## src/rtl/mc_main_ctrl_pkg.sv

```systemverilog
// Shared encodings for the multi-cycle main control FSM: opcodes, ALUOp codes,
// FSM states, decode classes and datapath select values.
package mc_main_ctrl_pkg;

  // Primary opcodes (IR[31:26])
  localparam logic [5:0] OP_RTYPE = 6'b000000;
  localparam logic [5:0] OP_J     = 6'b000010;
  localparam logic [5:0] OP_JAL   = 6'b000011;
  localparam logic [5:0] OP_BEQ   = 6'b000100;
  localparam logic [5:0] OP_BNE   = 6'b000101;
  localparam logic [5:0] OP_ADDI  = 6'b001000;
  localparam logic [5:0] OP_ADDIU = 6'b001001;
  localparam logic [5:0] OP_SLTI  = 6'b001010;
  localparam logic [5:0] OP_SLTIU = 6'b001011;
  localparam logic [5:0] OP_ANDI  = 6'b001100;
  localparam logic [5:0] OP_ORI   = 6'b001101;
  localparam logic [5:0] OP_XORI  = 6'b001110;
  localparam logic [5:0] OP_LUI   = 6'b001111;
  localparam logic [5:0] OP_LB    = 6'b100000;
  localparam logic [5:0] OP_LH    = 6'b100001;
  localparam logic [5:0] OP_LW    = 6'b100011;
  localparam logic [5:0] OP_LBU   = 6'b100100;
  localparam logic [5:0] OP_LHU   = 6'b100101;
  localparam logic [5:0] OP_SB    = 6'b101000;
  localparam logic [5:0] OP_SH    = 6'b101001;
  localparam logic [5:0] OP_SW    = 6'b101011;

  // ALUOp codes understood by ALUControl
  typedef enum logic [3:0] {
    ALUOP_LS    = 4'd0,
    ALUOP_RTYPE = 4'd1,
    ALUOP_BEQ   = 4'd2,
    ALUOP_BNE   = 4'd3,
    ALUOP_ADDI  = 4'd4,
    ALUOP_ANDI  = 4'd5,
    ALUOP_ORI   = 4'd6,
    ALUOP_XORI  = 4'd7,
    ALUOP_SLTI  = 4'd8,
    ALUOP_SLTIU = 4'd9,
    ALUOP_LUI   = 4'd10
  } aluop_e;

  // FSM states; TRAP is only reachable with the trap feature built in
  typedef enum logic [3:0] {
    ST_FETCH  = 4'd0,
    ST_DECODE = 4'd1,
    ST_MEMADR = 4'd2,
    ST_MEMRD  = 4'd3,
    ST_MEMWB  = 4'd4,
    ST_MEMWR  = 4'd5,
    ST_EXEC   = 4'd6,
    ST_RTWB   = 4'd7,
    ST_IEXEC  = 4'd8,
    ST_IWB    = 4'd9,
    ST_BRANCH = 4'd10,
    ST_JUMP   = 4'd11,
    ST_JAL    = 4'd12,
    ST_TRAP   = 4'd13
  } state_e;

  // Instruction class produced by the opcode decoder
  typedef enum logic [2:0] {
    CL_RTYPE  = 3'd0,
    CL_LOAD   = 3'd1,
    CL_STORE  = 3'd2,
    CL_IMM    = 3'd3,
    CL_BRANCH = 3'd4,
    CL_JUMP   = 3'd5,
    CL_JAL    = 3'd6,
    CL_UNDEF  = 3'd7
  } op_class_e;

  // Datapath select encodings
  localparam logic       SRCA_PC      = 1'b0;
  localparam logic       SRCA_A       = 1'b1;
  localparam logic [1:0] SRCB_B       = 2'd0;
  localparam logic [1:0] SRCB_FOUR    = 2'd1;
  localparam logic [1:0] SRCB_IMM     = 2'd2;
  localparam logic [1:0] SRCB_IMM_SH2 = 2'd3;
  localparam logic [1:0] REGDST_RT    = 2'd0;
  localparam logic [1:0] REGDST_RD    = 2'd1;
  localparam logic [1:0] REGDST_RA    = 2'd2;
  localparam logic [1:0] M2R_ALUOUT   = 2'd0;
  localparam logic [1:0] M2R_MDR      = 2'd1;
  localparam logic [1:0] M2R_PC       = 2'd2;
  localparam logic [1:0] PCSRC_ALU    = 2'd0;
  localparam logic [1:0] PCSRC_ALUOUT = 2'd1;
  localparam logic [1:0] PCSRC_JUMP   = 2'd2;
  localparam logic       IORD_PC      = 1'b0;
  localparam logic       IORD_ALUOUT  = 1'b1;

  // Waiting states are the ones that stall on mem_ready
  function automatic logic is_mem_wait(input state_e s);
    return (s == ST_FETCH) || (s == ST_MEMRD) || (s == ST_MEMWR);
  endfunction

endpackage

```

## src/rtl/mc_main_ctrl_if.sv

```systemverilog
// Control bus between the main control FSM and the multi-cycle datapath.
// master: the controller; slave: the datapath/memory side.
interface mc_main_ctrl_if;
  import mc_main_ctrl_pkg::*;

  logic [5:0] Op;
  logic       Zero;
  logic       mem_ready;
  logic       PCWrite;
  logic       IRWrite;
  logic       IorD;
  logic       MemRead;
  logic       MemWrite;
  logic       RegWrite;
  logic [1:0] RegDst;
  logic [1:0] MemtoReg;
  logic       ALUSrcA;
  logic [1:0] ALUSrcB;
  logic [3:0] ALUOp;
  logic [1:0] PCSource;

  modport master (
    input  Op, Zero, mem_ready,
    output PCWrite, IRWrite, IorD, MemRead, MemWrite, RegWrite,
           RegDst, MemtoReg, ALUSrcA, ALUSrcB, ALUOp, PCSource
  );

  modport slave (
    output Op, Zero, mem_ready,
    input  PCWrite, IRWrite, IorD, MemRead, MemWrite, RegWrite,
           RegDst, MemtoReg, ALUSrcA, ALUSrcB, ALUOp, PCSource
  );
endinterface

```

## src/rtl/mc_main_ctrl_op_decode.sv

```systemverilog
// Combinational opcode decoder: Op -> instruction class and I-type ALUOp.
// Used both for the DECODE dispatch and for the IEXEC/IWB ALUOp.
module mc_op_decode
  import mc_main_ctrl_pkg::*;
(
  input  logic [5:0] op,
  output op_class_e  op_class,
  output aluop_e     imm_aluop
);

  // Classify the opcode and pick the immediate-op ALU function
  always_comb begin
    op_class  = CL_UNDEF;
    imm_aluop = ALUOP_LS;
    unique case (op)
      OP_RTYPE: op_class = CL_RTYPE;
      OP_LW, OP_LB, OP_LBU, OP_LH, OP_LHU: op_class = CL_LOAD;
      OP_SW, OP_SB, OP_SH: op_class = CL_STORE;
      OP_ADDI, OP_ADDIU: begin op_class = CL_IMM; imm_aluop = ALUOP_ADDI;  end
      OP_ANDI:           begin op_class = CL_IMM; imm_aluop = ALUOP_ANDI;  end
      OP_ORI:            begin op_class = CL_IMM; imm_aluop = ALUOP_ORI;   end
      OP_XORI:           begin op_class = CL_IMM; imm_aluop = ALUOP_XORI;  end
      OP_SLTI:           begin op_class = CL_IMM; imm_aluop = ALUOP_SLTI;  end
      OP_SLTIU:          begin op_class = CL_IMM; imm_aluop = ALUOP_SLTIU; end
      OP_LUI:            begin op_class = CL_IMM; imm_aluop = ALUOP_LUI;   end
      OP_BEQ, OP_BNE: op_class = CL_BRANCH;
      OP_J:           op_class = CL_JUMP;
      OP_JAL:         op_class = CL_JAL;
      default:        op_class = CL_UNDEF;
    endcase
  end

endmodule

```

## src/rtl/mc_main_ctrl.sv

```systemverilog
// Multi-cycle MIPS main control FSM. Moore outputs decoded from state; only
// PCWrite/IRWrite are qualified by mem_ready (FETCH) or Zero (BRANCH).
// Optional feature macro: MC_CTRL_ILLEGAL_TRAP_EN (undefined-op and
// mem_ready-timeout trap with sticky illegal flag; WAIT_MAX exists only then).
module mc_main_ctrl
  import mc_main_ctrl_pkg::*;
#(
  parameter int unsigned ST_W = 4
`ifdef MC_CTRL_ILLEGAL_TRAP_EN
  , parameter int unsigned WAIT_MAX = 15
`endif
) (
  input  logic             clk,
  input  logic             rst,
  mc_main_ctrl_if.master   bus,
  output logic [ST_W-1:0]  state_o,
  output logic             illegal
);

  state_e    state, state_n;
  op_class_e op_class;
  aluop_e    imm_aluop;
  aluop_e    alu_op;
  logic      pc_write, ir_write, ior_d, mem_read, mem_write, reg_write;
  logic      alu_src_a;
  logic [1:0] reg_dst, memto_reg, alu_src_b, pc_source;

  mc_op_decode u_op_decode (
    .op        (bus.Op),
    .op_class  (op_class),
    .imm_aluop (imm_aluop)
  );

`ifdef MC_CTRL_ILLEGAL_TRAP_EN
  localparam int unsigned CW = $clog2(WAIT_MAX + 1);
  logic [CW-1:0] wait_cnt;
  logic          wait_expired;
  assign wait_expired = is_mem_wait(state) && !bus.mem_ready && (wait_cnt >= CW'(WAIT_MAX));
`endif

  // State register
  always_ff @(posedge clk) begin
    if (rst) state <= ST_FETCH;
    else     state <= state_n;
  end

  // Next-state and Moore output decode
  always_comb begin
    state_n   = state;
    pc_write  = 1'b0;
    ir_write  = 1'b0;
    ior_d     = IORD_PC;
    mem_read  = 1'b0;
    mem_write = 1'b0;
    reg_write = 1'b0;
    reg_dst   = REGDST_RT;
    memto_reg = M2R_ALUOUT;
    alu_src_a = SRCA_PC;
    alu_src_b = SRCB_B;
    alu_op    = ALUOP_LS;
    pc_source = PCSRC_ALU;
    unique case (state)
      ST_FETCH: begin
        mem_read  = 1'b1;
        alu_src_b = SRCB_FOUR;
        pc_write  = bus.mem_ready;
        ir_write  = bus.mem_ready;
        if (bus.mem_ready) state_n = ST_DECODE;
      end
      ST_DECODE: begin
        alu_src_b = SRCB_IMM_SH2;
        unique case (op_class)
          CL_RTYPE:          state_n = ST_EXEC;
          CL_LOAD, CL_STORE: state_n = ST_MEMADR;
          CL_IMM:            state_n = ST_IEXEC;
          CL_BRANCH:         state_n = ST_BRANCH;
          CL_JUMP:           state_n = ST_JUMP;
          CL_JAL:            state_n = ST_JAL;
`ifdef MC_CTRL_ILLEGAL_TRAP_EN
          default:           state_n = ST_TRAP;
`else
          default:           state_n = ST_FETCH;
`endif
        endcase
      end
      ST_MEMADR: begin
        alu_src_a = SRCA_A;
        alu_src_b = SRCB_IMM;
        state_n   = (op_class == CL_LOAD) ? ST_MEMRD : ST_MEMWR;
      end
      ST_MEMRD: begin
        ior_d    = IORD_ALUOUT;
        mem_read = 1'b1;
        if (bus.mem_ready) state_n = ST_MEMWB;
      end
      ST_MEMWB: begin
        reg_write = 1'b1;
        reg_dst   = REGDST_RT;
        memto_reg = M2R_MDR;
        state_n   = ST_FETCH;
      end
      ST_MEMWR: begin
        ior_d     = IORD_ALUOUT;
        mem_write = 1'b1;
        if (bus.mem_ready) state_n = ST_FETCH;
      end
      ST_EXEC: begin
        alu_src_a = SRCA_A;
        alu_src_b = SRCB_B;
        alu_op    = ALUOP_RTYPE;
        state_n   = ST_RTWB;
      end
      ST_RTWB: begin
        // ALUOp stays R-type so ALUControl keeps jr/jalr PC and link selects valid
        reg_write = 1'b1;
        reg_dst   = REGDST_RD;
        memto_reg = M2R_ALUOUT;
        alu_op    = ALUOP_RTYPE;
        state_n   = ST_FETCH;
      end
      ST_IEXEC: begin
        alu_src_a = SRCA_A;
        alu_src_b = SRCB_IMM;
        alu_op    = imm_aluop;
        state_n   = ST_IWB;
      end
      ST_IWB: begin
        reg_write = 1'b1;
        reg_dst   = REGDST_RT;
        memto_reg = M2R_ALUOUT;
        alu_op    = imm_aluop;
        state_n   = ST_FETCH;
      end
      ST_BRANCH: begin
        alu_src_a = SRCA_A;
        alu_src_b = SRCB_B;
        pc_source = PCSRC_ALUOUT;
        if (bus.Op == OP_BNE) begin
          alu_op   = ALUOP_BNE;
          pc_write = !bus.Zero;
        end else begin
          alu_op   = ALUOP_BEQ;
          pc_write = bus.Zero;
        end
        state_n = ST_FETCH;
      end
      ST_JUMP: begin
        pc_write  = 1'b1;
        pc_source = PCSRC_JUMP;
        state_n   = ST_FETCH;
      end
      ST_JAL: begin
        pc_write  = 1'b1;
        pc_source = PCSRC_JUMP;
        reg_write = 1'b1;
        reg_dst   = REGDST_RA;
        memto_reg = M2R_PC;
        state_n   = ST_FETCH;
      end
      ST_TRAP: state_n = ST_TRAP;
      default: state_n = ST_FETCH;
    endcase
`ifdef MC_CTRL_ILLEGAL_TRAP_EN
    if (wait_expired) state_n = ST_TRAP;
`endif
  end

`ifdef MC_CTRL_ILLEGAL_TRAP_EN
  // Sticky trap flag and consecutive not-ready cycle counter
  always_ff @(posedge clk) begin
    if (rst) begin
      illegal  <= 1'b0;
      wait_cnt <= '0;
    end else begin
      if (state_n == ST_TRAP) illegal <= 1'b1;
      if (is_mem_wait(state) && !bus.mem_ready && !wait_expired) wait_cnt <= wait_cnt + 1'b1;
      else                                                        wait_cnt <= '0;
    end
  end
`else
  assign illegal = 1'b0;
`endif

  // Write/request enables are suppressed while rst is held so an aborted
  // instruction cannot commit anything in the reset cycle
  assign bus.PCWrite  = pc_write  & ~rst;
  assign bus.IRWrite  = ir_write  & ~rst;
  assign bus.MemRead  = mem_read  & ~rst;
  assign bus.MemWrite = mem_write & ~rst;
  assign bus.RegWrite = reg_write & ~rst;
  assign bus.IorD     = ior_d;
  assign bus.RegDst   = reg_dst;
  assign bus.MemtoReg = memto_reg;
  assign bus.ALUSrcA  = alu_src_a;
  assign bus.ALUSrcB  = alu_src_b;
  assign bus.ALUOp    = alu_op;
  assign bus.PCSource = pc_source;
  assign state_o      = ST_W'(state);

endmodule

```

## src/flat_wrapper.sv

```systemverilog
// flat-port wrapper written by rule: the top's interface ports become plain ports
module mc_main_ctrl_flat import mc_main_ctrl_pkg::*;
#(
  parameter int unsigned ST_W = 4

)
  (clk, rst, state_o, illegal, bus_Op, bus_Zero, bus_mem_ready, bus_PCWrite, bus_IRWrite, bus_IorD, bus_MemRead, bus_MemWrite, bus_RegWrite, bus_RegDst, bus_MemtoReg, bus_ALUSrcA, bus_ALUSrcB, bus_ALUOp, bus_PCSource);
  mc_main_ctrl_if bus_i ();
  input  logic clk;
  input  logic rst;
  output logic [ST_W-1:0] state_o;
  output logic illegal;
  input wire logic [$bits(bus_i.Op)-1:0] bus_Op;
  input wire logic [$bits(bus_i.Zero)-1:0] bus_Zero;
  input wire logic [$bits(bus_i.mem_ready)-1:0] bus_mem_ready;
  output wire logic [$bits(bus_i.PCWrite)-1:0] bus_PCWrite;
  output wire logic [$bits(bus_i.IRWrite)-1:0] bus_IRWrite;
  output wire logic [$bits(bus_i.IorD)-1:0] bus_IorD;
  output wire logic [$bits(bus_i.MemRead)-1:0] bus_MemRead;
  output wire logic [$bits(bus_i.MemWrite)-1:0] bus_MemWrite;
  output wire logic [$bits(bus_i.RegWrite)-1:0] bus_RegWrite;
  output wire logic [$bits(bus_i.RegDst)-1:0] bus_RegDst;
  output wire logic [$bits(bus_i.MemtoReg)-1:0] bus_MemtoReg;
  output wire logic [$bits(bus_i.ALUSrcA)-1:0] bus_ALUSrcA;
  output wire logic [$bits(bus_i.ALUSrcB)-1:0] bus_ALUSrcB;
  output wire logic [$bits(bus_i.ALUOp)-1:0] bus_ALUOp;
  output wire logic [$bits(bus_i.PCSource)-1:0] bus_PCSource;
  assign bus_i.Op = bus_Op;
  assign bus_i.Zero = bus_Zero;
  assign bus_i.mem_ready = bus_mem_ready;
  assign bus_PCWrite = bus_i.PCWrite;
  assign bus_IRWrite = bus_i.IRWrite;
  assign bus_IorD = bus_i.IorD;
  assign bus_MemRead = bus_i.MemRead;
  assign bus_MemWrite = bus_i.MemWrite;
  assign bus_RegWrite = bus_i.RegWrite;
  assign bus_RegDst = bus_i.RegDst;
  assign bus_MemtoReg = bus_i.MemtoReg;
  assign bus_ALUSrcA = bus_i.ALUSrcA;
  assign bus_ALUSrcB = bus_i.ALUSrcB;
  assign bus_ALUOp = bus_i.ALUOp;
  assign bus_PCSource = bus_i.PCSource;
  mc_main_ctrl #(.ST_W(ST_W)) u_core (.clk(clk), .rst(rst), .bus(bus_i), .state_o(state_o), .illegal(illegal));
endmodule
```

## config.mk

```make
export PLATFORM = sky130hd
export DESIGN_NAME = mc_main_ctrl_flat
export DESIGN_NICKNAME = d
export VERILOG_FILES = /design/src/rtl/mc_main_ctrl_pkg.sv /design/src/rtl/mc_main_ctrl_if.sv /design/src/rtl/mc_main_ctrl_op_decode.sv /design/src/rtl/mc_main_ctrl.sv /design/src/flat_wrapper.sv
export SDC_FILE = /design/constraint.sdc
export NUM_CORES = 1
export LEC_CHECK = 0
export BUFFER_PORTS_ARGS = -buffer_cell sky130_fd_sc_hd__buf_2
export CAP_MARGIN = 20
export CORE_ASPECT_RATIO = 1.1
export CORE_UTILIZATION = 42
export DETAILED_ROUTE_END_ITERATION = 16
export PLACE_DENSITY = 0.74
export SETUP_SLACK_MARGIN = 0.3
export SYNTH_ARGS = -nofsm -noshare
export SYNTH_HDL_FRONTEND = slang
export SYNTH_SLANG_ARGS = --single-unit
```

## constraint.sdc

```tcl
create_clock -name clk -period 1.56 [get_ports clk]
set_input_delay 0.39 -clock clk [delete_from_list [all_inputs] [get_ports clk]]
set_output_delay 0.39 -clock clk [all_outputs]
set_load 0.02 [all_outputs]
```

==> impl_metrics.yaml, run 1 <==
synthesis:
  ys_seq_area_share_pct: 9.97
  syn_area_per_cell_sq_um: 6.32
  ys_types: 42
  synth_ff_type: "dfxtp_1"
  ys_warn_count: 0
  netlist_instances: 127
  synth.net_count: 137
  synth_edf_count: 0
  netlist_area_sq_um: 803
  yosys_register_bits: 4
  synthArstFlopShare_pct: 0
global_routing:
  grt_max_degree: 14
timing:
  crit_endpoint: "bus_MemRead"
  worst_path_end_type: "primary output"
placement:
  dp_hpwl_microns: 2110
  placed_cells: 193
  place.gp.congestion: 0.817
  io_buffers: 32
clock_tree:
  cts_buffer_depth: 2
  numCtsBuffers: 3
  cts_root_buf: "clkbuf_4"
  htree_levels: 1
  clkSinkCount: 4
floorplan:
  initial_core_util_pct: 45.1
  rows: 16
  die_width_microns: 43.7
  die_h_microns: 47.9
  pin_count: 34
status:
  tool.error: "[ERROR DPL-0038] Utilization greater than 100%, impossible to legalize"
  status: "aborted with a tool error"
  stop_stage: "global routing"
## per-stage QoR
step | area [sq um] | setup slack [ns] | setup TNS, ns
after CTS | 1740 | -0.201 | -2.18
after detailed placement | 1430 | -0.198 | -0.638
after global placement | 1430 | -0.165 | -0.572
after floorplan | 1160 | -0.0673 | -0.107
## logic make-up after synthesis
kind of cell / after synthesis / share of synthesized area [%]
and+or+nand+nor: 65 / 44.2
AOI/OAI and AO/OA: 37 / 29.6
buffers and inverters: 16 / 11.2
DFF: 4 / 9.97
xor gates and xnor gates: 3 / 3.27
muxes: 1 / 1.25
other: 1 / 0.467
## synth_stat cells, types with 2 or more instances
master / instances / area (sq um)
a21oi_1: 11 / 55.1
buf_6: 2 / 22.5
nor2b_1: 5 / 31.3
nand3_1: 5 / 25.0
nor3_1: 4 / 20.0
nor3b_1: 2 / 15.0
nor2_1: 17 / 63.8
clkbuf_1: 3 / 11.3
and2_1: 2 / 12.5
dfxtp_1: 4 / 80.1
nor4_1: 2 / 12.5
buf_4: 2 / 15.0
nand2b_1: 8 / 50.1
xnor2_1: 2 / 17.5
inv_1: 2 / 7.51
nand2_1: 12 / 45.0
o21ai_0: 10 / 50.1
o211ai_1: 2 / 15.0
buf_2: 6 / 30.0
o21bai_1: 3 / 22.5
a31oi_1: 2 / 12.5
## timing repair
item | CTS
pin swaps | 14
setup endpoints to repair | 25
setup buffers | 13
hold buffers | 0
gates resized for setup | 56
==> run 2: changes to the inputs <==
- CORE_AREA: unset -> 2 2 63 65
- CORE_ASPECT_RATIO: 1.1 -> unset
- CORE_UTILIZATION: 42 -> unset
- DIE_AREA: unset -> 0 0 65 67
- PLACE_DENSITY: 0.74 -> unset
- PLACE_DENSITY_LB_ADDON: unset -> 0.15
- SETUP_SLACK_MARGIN: 0.3 -> unset
- clock period: 1.56 -> 2 ns (I/O delays scaled with it)
==> run 2 against run 1 <==
Net effect: the flow now finishes without violations; synthesized area is the same; synthesized cell count is the same.
==> impl_metrics.yaml, run 2 <==
status:
  status: "finished clean"
setup_path:
  worstPathRequired_ns: 1.50
  critical_path.max_fanout: 2
  crit_type: "input port to output pin"
  r2r_end: "u_core.state_o[1]"
  ff2ff_path_depth: 6
  timing.rr.start: "u_core.state_o[0]"
  critPathArrivalTime_ns: 1.44
  critPathLaunchType: "input port"
  worstSetupEndpointType: "output pin"
  reg2reg_slack_ns: 0.35
global_routing:
  grt_usage_pct: 13.0
  overflow: 0
  antenna_found_initial: 0
  grt_pass1_vias: 980
  grt_first_pass_wirelength_microns: 4440
  grt_max_degree: 15
synthesis:
  ys_seq_area_share_pct: 9.97
  synth_common_cells: "nor2_1 (17), nand2_1 (12), a21oi_1 (11)"
  ys_types: 42
  yosysMostFrequentCell: "nor2_1"
  synth.net_count: 137
  syn_area_per_cell_sq_um: 6.32
  yosys_register_bits: 4
  synth_area_leaders: "dfxtp_1 (10%), nor2_1 (7.9%), a21oi_1 (6.9%), nand2b_1 (6.2%), o21ai_0 (6.2%)"
  ys_warn_count: 0
  synthArstFlopShare_pct: 0
  synth_top_area_cell: "dfxtp_1"
  synth_ff_type: "dfxtp_1"
  synth_top_area_share_pct: 9.97
  synth_edf_count: 0
  netlist_instances: 127
  netlist_area_sq_um: 803
clock_tree:
  cts_buffer_depth: 2
  clock_latency_ns: 0.22
  cts.clk_slew.worst_paths_ns: 0.03
  clkSinkCount: 4
  cts_hold_buf: 0
  cts_root_buf: "clkbuf_8"
  htree_levels: 1
  cts_tree: "built"
  numCtsBuffers: 3
timing:
  finalSetupTns_ns: 0
  setup_viol: 0
  max_freq_mhz: 514
  fin_crit_ns: 1.94
  rsz0062_at_grt: "yes"
  slew_viol_final: 0
  min_period_over_period_pct: 97.2
  hold_viol_final: 0
  worst_clock_skew_ns: 0.00159
power:
  pwr-share-seq_pct: 19.7
  power_density_nw_per_um2: 389
  pwr-share-comb_pct: 42.7
  netSwitchingPower_uw: 165
  power_leakage_uw: 0.000520
  p_sw_share_pct: 35.7
  p_int_uw: 298
  clkPwrFrac_pct: 37.6
  power_uw: 462
  ir_drop_uv: 116
cells_and_area:
  n_antenna_cell: 0
  fin_nets: 177
  largest_reg_flops: 4
  layout_commonest_cell: "buf_2"
  fillers: 411
  mostFrequentLayoutCells: "buf_2 (26), buf_4 (18), nor2_1 (15)"
  areaGrowthSynthToFinish_pct: 48.0
  layout-drive-gt1-share_pct: 43.0
drt:
  drt_iter0_drc: 13
  detail_route.vias_per_cell: 4.89
  dr_total_vias: 1042
  drt_wl_total_microns: 2630
  wl_per_cell_microns: 12.3
  drtPass1Iterations: 4
  remaining_drc_errors: 0
  ant_nets: 0
hold_path:
  hp-start: "rst"
  min_path_cells: 2
  hp-class: "input port to flop"
  holdPathEnd: "u_core.state_o[2]"
placement:
  io_buffers: 32
  place.gp.congestion: 0.833
  dp_hpwl_microns: 2080
floorplan:
  initial_core_util_pct: 22.3
  rows: 22
  die_h_microns: 67
  pin_count: 34
  coreArea_sq_um: 3610
  die_width_microns: 65
  dieArea_sq_um: 4360
run:
  drv_cap: 0
==> run 2: worst max-delay path, cell delays in order <==
cell and delay, ns:
buf_2 0.09, nor2b_4 0.13, nand4b_1 0.17, o31ai_1 0.27, a21o_1 0.16, buf_6 0.11
==> run 2: power by group through the flow <==
stage,Sequential [uW],Combinational (uW),Clock (uW)
after floorplan,92.6,123,0
after global placement,92.8,185,0
after detailed placement,92.4,186,0
after CTS,91.7,192,178
after global routing,91.8,217,179
final,91.1,197,174
==> run 2: cell type report <==
| class | instances | area (sq um) | share of cell area (%) |
|---|---|---|---|
| Multi-Input combinational cell | 107 | 672 | 56.5 |
| Timing Repair Buffer | 49 | 322 | 27.1 |
| Sequential cell | 4 | 86.3 | 7.26 |
| Tap cell | 48 | 60.1 | 5.05 |
| Clock buffer | 3 | 41.3 | 3.47 |
| Inverter | 2 | 7.51 | 0.632 |
==> run 2: cells by family (layout without fill, tap and decap cells) <==
logic type | count (synthesis) | after routing | share of synthesized area (%)
compound gates | 37 | 37 | 29.6
xor+xnor | 3 | 3 | 3.27
buf+inv | 16 | 54 | 11.2
flops | 4 | 4 | 9.97
mux | 1 | 1 | 1.25
other cells | 1 | 1 | 0.467
simple gates | 65 | 65 | 44.2
==> run 2: per-stage QoR <==
stage | util [%] | cells | hold slack [ns] | instance area, sq um | setup WS, ns
after floorplan | - | 127 | 0.678 | 815 | 0.0125
after global placement | 29.7 | 209 | 0.701 | 1070 | -0.0197
after detailed placement | 29.7 | 209 | 0.690 | 1070 | -0.0714
after CTS | 31.6 | 213 | 0.606 | 1140 | 0.0139
after global routing | 33.0 | 213 | 0.626 | 1190 | -0.0355
final | 33.0 | 213 | 0.600 | 1190 | 0.0563
==> run 2: layer usage <==
| metal | GRT usage [%] | share of wire [%] | vias up |
|---|---|---|---|
| met5 | 0 | 0 | - |
| li1 | - | - | 531 |
| met4 | 8.51 | 3.4 | 0 |
| met1 | 15.3 | 44 | 472 |
| met3 | 0.676 | 4.2 | 7 |
| met2 | 22.7 | 48 | 32 |
==> run 2: how the worst max path moves through the flow <==
stage | slack [ns] | startpoint | cells after the start | end
floorplan | 0.01 | u_core.state_o[0] | 4 | bus_MemRead
global placement | -0.02 | bus_Op[5] | 7 | bus_PCWrite
detailed placement | -0.07 | bus_Op[5] | 7 | bus_PCWrite
CTS | 0.01 | u_core.state_o[1] | 5 | bus_ALUOp[0]
global route | -0.04 | bus_Op[4] | 6 | bus_ALUOp[0]
finish | 0.06 | bus_Op[2] | 6 | bus_ALUOp[0]
==> run 2: what timing repair did <==
item,in CTS,in global routing
setup endpoints to repair,3,7
setup buffers,1,0
pin swaps,2,9
gates resized for setup,7,15
(Power assumes the default switching activity.)
